==> src/rtl/aurora_pkg.sv <==
// Shared block encodings and slot-select type for the Aurora 64b66b lane block source.
package aurora_pkg;

  localparam logic [1:0]  HDR_DATA   = 2'b01;
  localparam logic [1:0]  HDR_CTRL   = 2'b10;
  localparam logic [7:0]  IDLE_TYPE  = 8'h78;
  localparam logic [63:0] IDLE_BLOCK = {IDLE_TYPE, 56'h0};
  localparam logic [63:0] CC_BLOCK   = {IDLE_TYPE, 8'h80, 48'h0};

  typedef enum logic [1:0] {
    SLOT_IDLE,
    SLOT_CC,
    SLOT_SVC,
    SLOT_DATA
  } slot_e;

endpackage

==> src/rtl/aurora_block_mux_cc_timer.sv <==
// Clock-compensation slot timer: counts granted slots while the lane is up and
// flags the first CC_LEN slots of every CC_PERIOD.
module aurora_block_mux_cc_timer #(
  parameter int CC_PERIOD = 10000,
  parameter int CC_LEN    = 3
) (
  input  logic clk_i,
  input  logic rst_i,
  input  logic lane_ready_i,
  input  logic out_ready_i,
  output logic cc_active_o
);

  localparam int W = (CC_PERIOD > 1) ? $clog2(CC_PERIOD) : 1;
  localparam logic [W-1:0] LAST_C = W'(CC_PERIOD - 1);
  localparam logic [W-1:0] LEN_C  = W'(CC_LEN);

  logic [W-1:0] cc_q, cc_d;

  // Lane down always restarts the period so a re-trained lane opens with CC.
  always_comb begin
    cc_d = cc_q;
    if (!lane_ready_i)
      cc_d = '0;
    else if (out_ready_i)
      cc_d = (cc_q == LAST_C) ? '0 : cc_q + W'(1);
  end

  always_ff @(posedge clk_i) begin
    if (rst_i) cc_q <= '0;
    else       cc_q <= cc_d;
  end

  assign cc_active_o = (cc_q < LEN_C);

endmodule

==> src/rtl/aurora_block_mux.sv <==
// Per-lane 64b66b block source: picks CC, service, data or idle for each gearbox slot
// and registers the chosen block with its sync header.
module aurora_block_mux
  import aurora_pkg::*;
#(
  parameter int CC_PERIOD = 10000,
  parameter int CC_LEN    = 3,
  parameter int CNT_WIDTH = 16
) (
  input  logic                 Clk,
  input  logic                 Rst,
  input  logic                 LaneReady,
  input  logic                 SendBlock,
  output logic                 BlockSent,
  input  logic [63:0]          DataIn,
  input  logic                 DataValid,
  output logic                 DataReady,
  input  logic [7:0]           SvcType,
  input  logic [55:0]          SvcIn,
  input  logic                 SvcValid,
  output logic                 SvcReady,
  input  logic                 OutReady,
  output logic [1:0]           HeaderOut,
  output logic [63:0]          BlockOut,
  output logic [CNT_WIDTH-1:0] DataCnt,
  output logic [CNT_WIDTH-1:0] SvcCnt,
  output logic [CNT_WIDTH-1:0] IdleCnt
);

  logic                 cc_active;
  slot_e                slot_d;
  logic [1:0]           hdr_d, hdr_q;
  logic [63:0]          blk_d, blk_q;
  logic                 idle_d;
  logic                 sent_q;
  logic [CNT_WIDTH-1:0] data_cnt_q, svc_cnt_q, idle_cnt_q;

  aurora_block_mux_cc_timer #(
    .CC_PERIOD(CC_PERIOD),
    .CC_LEN   (CC_LEN)
  ) u_cc_timer (
    .clk_i       (Clk),
    .rst_i       (Rst),
    .lane_ready_i(LaneReady),
    .out_ready_i (OutReady),
    .cc_active_o (cc_active)
  );

  always_comb begin
    slot_d = SLOT_IDLE;
    if (LaneReady) begin
      if (cc_active)      slot_d = SLOT_CC;
      else if (SendBlock) slot_d = SLOT_SVC;
      else if (DataValid) slot_d = SLOT_DATA;
    end
  end

  // A service slot with nothing to send still counts as a service slot, but carries idle.
  always_comb begin
    hdr_d  = HDR_CTRL;
    blk_d  = IDLE_BLOCK;
    idle_d = 1'b0;
    case (slot_d)
      SLOT_CC:   blk_d = CC_BLOCK;
      SLOT_SVC: begin
        if (SvcValid) blk_d = {SvcType, SvcIn};
        else          idle_d = 1'b1;
      end
      SLOT_DATA: begin
        hdr_d = HDR_DATA;
        blk_d = DataIn;
      end
      default:   idle_d = 1'b1;
    endcase
  end

  assign DataReady = !Rst && OutReady && (slot_d == SLOT_DATA);
  assign SvcReady  = !Rst && OutReady && (slot_d == SLOT_SVC) && SvcValid;

  always_ff @(posedge Clk) begin
    if (Rst) begin
      hdr_q      <= HDR_CTRL;
      blk_q      <= IDLE_BLOCK;
      sent_q     <= 1'b0;
      data_cnt_q <= '0;
      svc_cnt_q  <= '0;
      idle_cnt_q <= '0;
    end else begin
      sent_q <= 1'b0;
      if (OutReady) begin
        hdr_q  <= hdr_d;
        blk_q  <= blk_d;
        sent_q <= (slot_d == SLOT_SVC);
        if (slot_d == SLOT_DATA && data_cnt_q != '1) data_cnt_q <= data_cnt_q + CNT_WIDTH'(1);
        if (slot_d == SLOT_SVC && svc_cnt_q != '1)   svc_cnt_q  <= svc_cnt_q + CNT_WIDTH'(1);
        if (idle_d && idle_cnt_q != '1)              idle_cnt_q <= idle_cnt_q + CNT_WIDTH'(1);
      end
    end
  end

  assign HeaderOut = hdr_q;
  assign BlockOut  = blk_q;
  assign BlockSent = sent_q;
  assign DataCnt   = data_cnt_q;
  assign SvcCnt    = svc_cnt_q;
  assign IdleCnt   = idle_cnt_q;

endmodule

==> config.mk <==
export PLATFORM = sky130hd
export DESIGN_NAME = aurora_block_mux
export DESIGN_NICKNAME = d
export VERILOG_FILES = /design/src/rtl/aurora_pkg.sv /design/src/rtl/aurora_block_mux_cc_timer.sv /design/src/rtl/aurora_block_mux.sv
export SDC_FILE = /design/constraint.sdc
export NUM_CORES = 1
export LEC_CHECK = 0
export ABC_AREA = 1
export CORE_MARGIN = 4
export CORE_UTILIZATION = 39
export CTS_BUF_LIST = sky130_fd_sc_hd__clkbuf_8 sky130_fd_sc_hd__clkbuf_16
export DETAILED_ROUTE_END_ITERATION = 10
export PLACE_DENSITY_LB_ADDON = 0.08
export SETUP_SLACK_MARGIN = 0.1
export SLEW_MARGIN = 25
export SYNTH_ARGS = -nofsm -noshare
export SYNTH_HDL_FRONTEND = slang
export SYNTH_SLANG_ARGS = --single-unit
==> constraint.sdc <==
create_clock -name Clk -period 1.8 [get_ports Clk]
set_clock_uncertainty 0.05 [all_clocks]
set_input_delay 0.36 -clock Clk [delete_from_list [all_inputs] [get_ports Clk]]
set_output_delay 0.36 -clock Clk [all_outputs]
set_load 0.05 [all_outputs]
==> summary.md <==
| Metric | Value |
|---|---|
| Status | `finished with violations` |
| Failing checks | `negative setup slack` |
| Part of the cycle the worst path needs | `112%` |
| Worst VDD drop | `slightly below 600 uV` |
| Largest net degree at the start of global routing | `45` |
| Met1 WL | `around 11,000 um` |
| Antenna violations before repair | `2` |
| Nets | `~1,500` |
| Post-synth EDFFs | `0` |
| Residual DRC | `0` |
| Initial cell density of the core | `40.0%` |
| First-pass GRT wire length | `about 38,000 um` |
| Die W | `141 um` |
| Hold wc startpoint | `Rst` |
| ANT cells | `0` |
| First-pass detailed-route iteration total | `5` |
| Antenna-violating nets left | `0` |
| Crit path required time | `between 1 and 1.5 ns` |
| CTS H-tree depth | `4` |
| Cts hold-fix bufs | `0` |
| Max_slew headroom | `60.7%` |
| DR iter-0 viols | `389` |
| RSZ-0062 raised after global routing | `true` |
| Synth cell types | `32` |
| Critical path arrival | `1.61 ns` |
| R2R Setup Slk | `-0.19 ns` |
| Cell Area, Synth | `6940 sq um` |
| Setup violators final | `98` |
| Num rows | `48` |
| Hold EP | `u_cc_timer.cc_q[5]` |
| Final worst slack | `-0.223 ns` |
| CTS root buf | `clkbuf_16` |
| CP Cell Sequence | `ha_4, inv_2, nand2_2, nor2_2, nand2_2, buf_6, nand4_4, nor2_4, buf_12` |
| R2R depth | `13` |
| Mean Syn Cell Area | `between 6 and 7 sq um` |
| Placed Instance Area | `9730 sq um` |
| Vias post-DR | `8,133` |
| Routed length per instance | `16.5 um` |
| Routability cong. | `0.892` |
| Top cell type's share of synthesized area | `37.2%` |
| Num CTS Buffers | `17` |
| Die area | `20,000 sq um` |
| FFs w/ async S/R, synth | `0%` |
| Worst Path Class, Setup | `reg2out` |
| Total number of yosys warnings | `0` |
| Max clock buf depth | `2` |
| Chip Height | `between 100 and 150 um` |
| GR Overflow Total | `0` |
| R2r endpoint | `BlockOut[28]` |
| Leading area contributor after synthesis | `dfxtp_1` |
| Core box area | `17,400 sq um` |
| Wire length on met2 | `12,700 um` |
| Lkg Pwr | `~4.4 nW` |
| Drt via density | `5.18` |
| Top sig layer | `met5` |
| Placed cell count | `1,510` |
| Power per cell area | `around 600 nW/um^2` |
| Number of global-route vias before repair | `roughly 7,300` |
| Max-capacitance violation count | `0` |
| TritonCTS clock tree | `done` |
| Clock latency on the worst-skew pair | `0.42 ns` |
| Top Ports | `252` |
| Reg2reg start | `u_cc_timer.cc_q[0]` |
| Worst-path fanout max | `2` |
| CP max-delay cell | `dfxtp_2` |
| Worst path max stage delay | `0.35 ns` |
| Sequential fraction of the synthesis area | `37.2%` |
| Clk sink count | `129` |
| Critical Path Most Common Cell | `nand2_2` |
| Drt total wl | `26,000 um` |
| Total track usage | `23.7%` |
| Met3 Wirelength | `2000 um` |
| Crit path capture type | `primary output` |
| Fin area | `11,500 sq um` |
| Final HPWL DP | `17,100 um` |
| Main synth FF type | `dfxtp_1` |
| Yosys reg bits | `129` |
| Mapped Nets | `1,196` |
| Final Max Slew Viols | `0` |
| Slew @ Worst Pin | `0.589 ns` |
| Worst Hold Class | `in2reg` |
| Layout Cells excl Fill | `1,571` |
| Hold depth | `4` |
| Highest Clock Rate | `0.494 GHz` |
| PortBufs | `~250` |
| Largest cells by area after synthesis | `dfxtp_1 37%, nand2_1 19%, a21oi_1 8.5%` |
| Cells after Synth | `approximately 1,100` |
| Syn-to-layout area delta | `65.5%` |
| Worst-path clk slew | `about 0.05 ns` |
| Hold Violations, Final | `0` |
| Critical Path Start Type | `register` |
| Clock period minus worst slack | `approximately 2.0 ns` |
| Share of cells above drive strength 1 | `between 30% and 40%` |
-- layer usage --
layer	vias to the layer above	track usage, %
met1	3777	30.4
met3	29	7.38
li1	4080	-
met4	4	6.36
met2	243	38.9
met5	-	0
-- worst max path at each step --
stage | slack (ns) | to | from
final | -0.22 | SvcReady | u_cc_timer.cc_q[0]
after global placement | -0.14 | DataReady | SendBlock
after floorplan | -0.02 | SvcReady | u_cc_timer.cc_q[1]
after CTS | -0.24 | DataReady | u_cc_timer.cc_q[0]
after detailed placement | -0.16 | DataReady | SendBlock
after global routing | -0.30 | SvcReady | u_cc_timer.cc_q[0]
-- repair_timing --
item | in CTS | in global routing
resized for setup | 53 | 192
buffers inserted | 9 | 9
pin swaps | 9 | 44
gates cloned | 6 | 9
setup endpoints to repair | 38 | 117
-- critical path, delay by kind of cell (launching register included) --
family	cells	cell delay (ns)
AND/OR/NAND/NOR	5	0.40
adder cells (fa/ha/maj)	1	0.14
buffers and inverters	3	0.29
flip-flops	1	0.35
-- cell usage in the layout (no fill, tap or decap), types with 3 or more instances in the layout --
| master | instances |
|---|---|
| buf_12 | 21 |
| buf_6 | 12 |
| clkbuf_16 | 23 |
| clkdlybuf4s50_1 | 130 |
| nor2_1 | 68 |
| nand3_1 | 38 |
| nand3_2 | 7 |
| buf_16 | 4 |
| xor2_1 | 21 |
| nand2_4 | 8 |
| nand4_1 | 81 |
| dfxtp_4 | 6 |
| ha_4 | 3 |
| clkbuf_8 | 5 |
| dfxtp_2 | 29 |
| nor3_1 | 16 |
| nand3_4 | 3 |
| a21oi_2 | 50 |
| o21ai_0 | 8 |
| o21ai_1 | 16 |
| buf_4 | 148 |
| inv_2 | 3 |
| xnor2_1 | 13 |
| dfxtp_1 | 94 |
| nand2_1 | 318 |
| buf_2 | 3 |
| nor2_2 | 4 |
| a21oi_1 | 68 |
| o21ai_2 | 45 |
| clkinv_2 | 4 |
| nor2_4 | 6 |
| inv_1 | 50 |
| nand2_2 | 20 |
-- flip-flops by register name (all words and copies together), names as in the netlist --
register         count
DataCnt             16
BlockOut            64
IdleCnt             16
BlockSent            1
SvcCnt              16
HeaderOut            2
u_cc_timer.cc_q     14
-- cells in the mapped netlist (all sizes together) (13+ instances only) --
| cell | number |
|---|---|
| dfxtp | 129 |
| nand2 | 346 |
| nand3 | 47 |
| o21ai | 71 |
| a21oi | 118 |
| inv | 51 |
| nand4 | 83 |
| xnor2 | 13 |
| nor3 | 18 |
| buf | 33 |
| xor2 | 21 |
| clkbuf | 38 |
| nor2 | 78 |
-- stage by stage --
step	total power [mW]	util (%)	TNS, ns	setup WS [ns]	hold slack [ns]
after floorplan	3.20	-	-0.0163	-0.0163	0.397
after global placement	3.64	56.0	-2.53	-0.136	0.402
after detailed placement	3.64	56.0	-4.95	-0.160	0.409
after CTS	6.93	61.4	-13.20	-0.241	0.302
after global routing	7.14	66.2	-18.89	-0.301	0.321
final	6.93	66.2	-10.08	-0.223	0.316
-- power by group --
| part | internal (mW) | switching [mW] |
|---|---|---|
| Clock | 2.05 | 1.23 |
| Sequential | 2.86 | 0.0125 |
| Combinational | 0.388 | 0.391 |
-- cells by family (layout without fill, tap and decap cells) --
group           after synthesis  count (layout)  synth area share (%)
compound gates              190             190                  13.7
simple gates                578             579                  36.7
xor+xnor                     34              34                  4.29
flops                       129             129                  37.2
fa+ha+maj                     4               4                 0.721
buf+inv                     122             410                  7.39
-- area by class of cell --
| type | instances | area [sq um] |
|---|---|---|
| repair inverters | 1 | 5.00 |
| fillers | 1533 | 5870 |
| repair buffers | 327 | 3310 |
| clock buffers | 22 | 494 |
| clock inverters | 9 | 67.6 |
| well taps | 225 | 282 |
| multi-input cells | 807 | 4490 |
| flip-flops and latches | 129 | 2640 |
| inverters | 51 | 201 |
No activity file was read; power rests on OpenSTA's default activity.
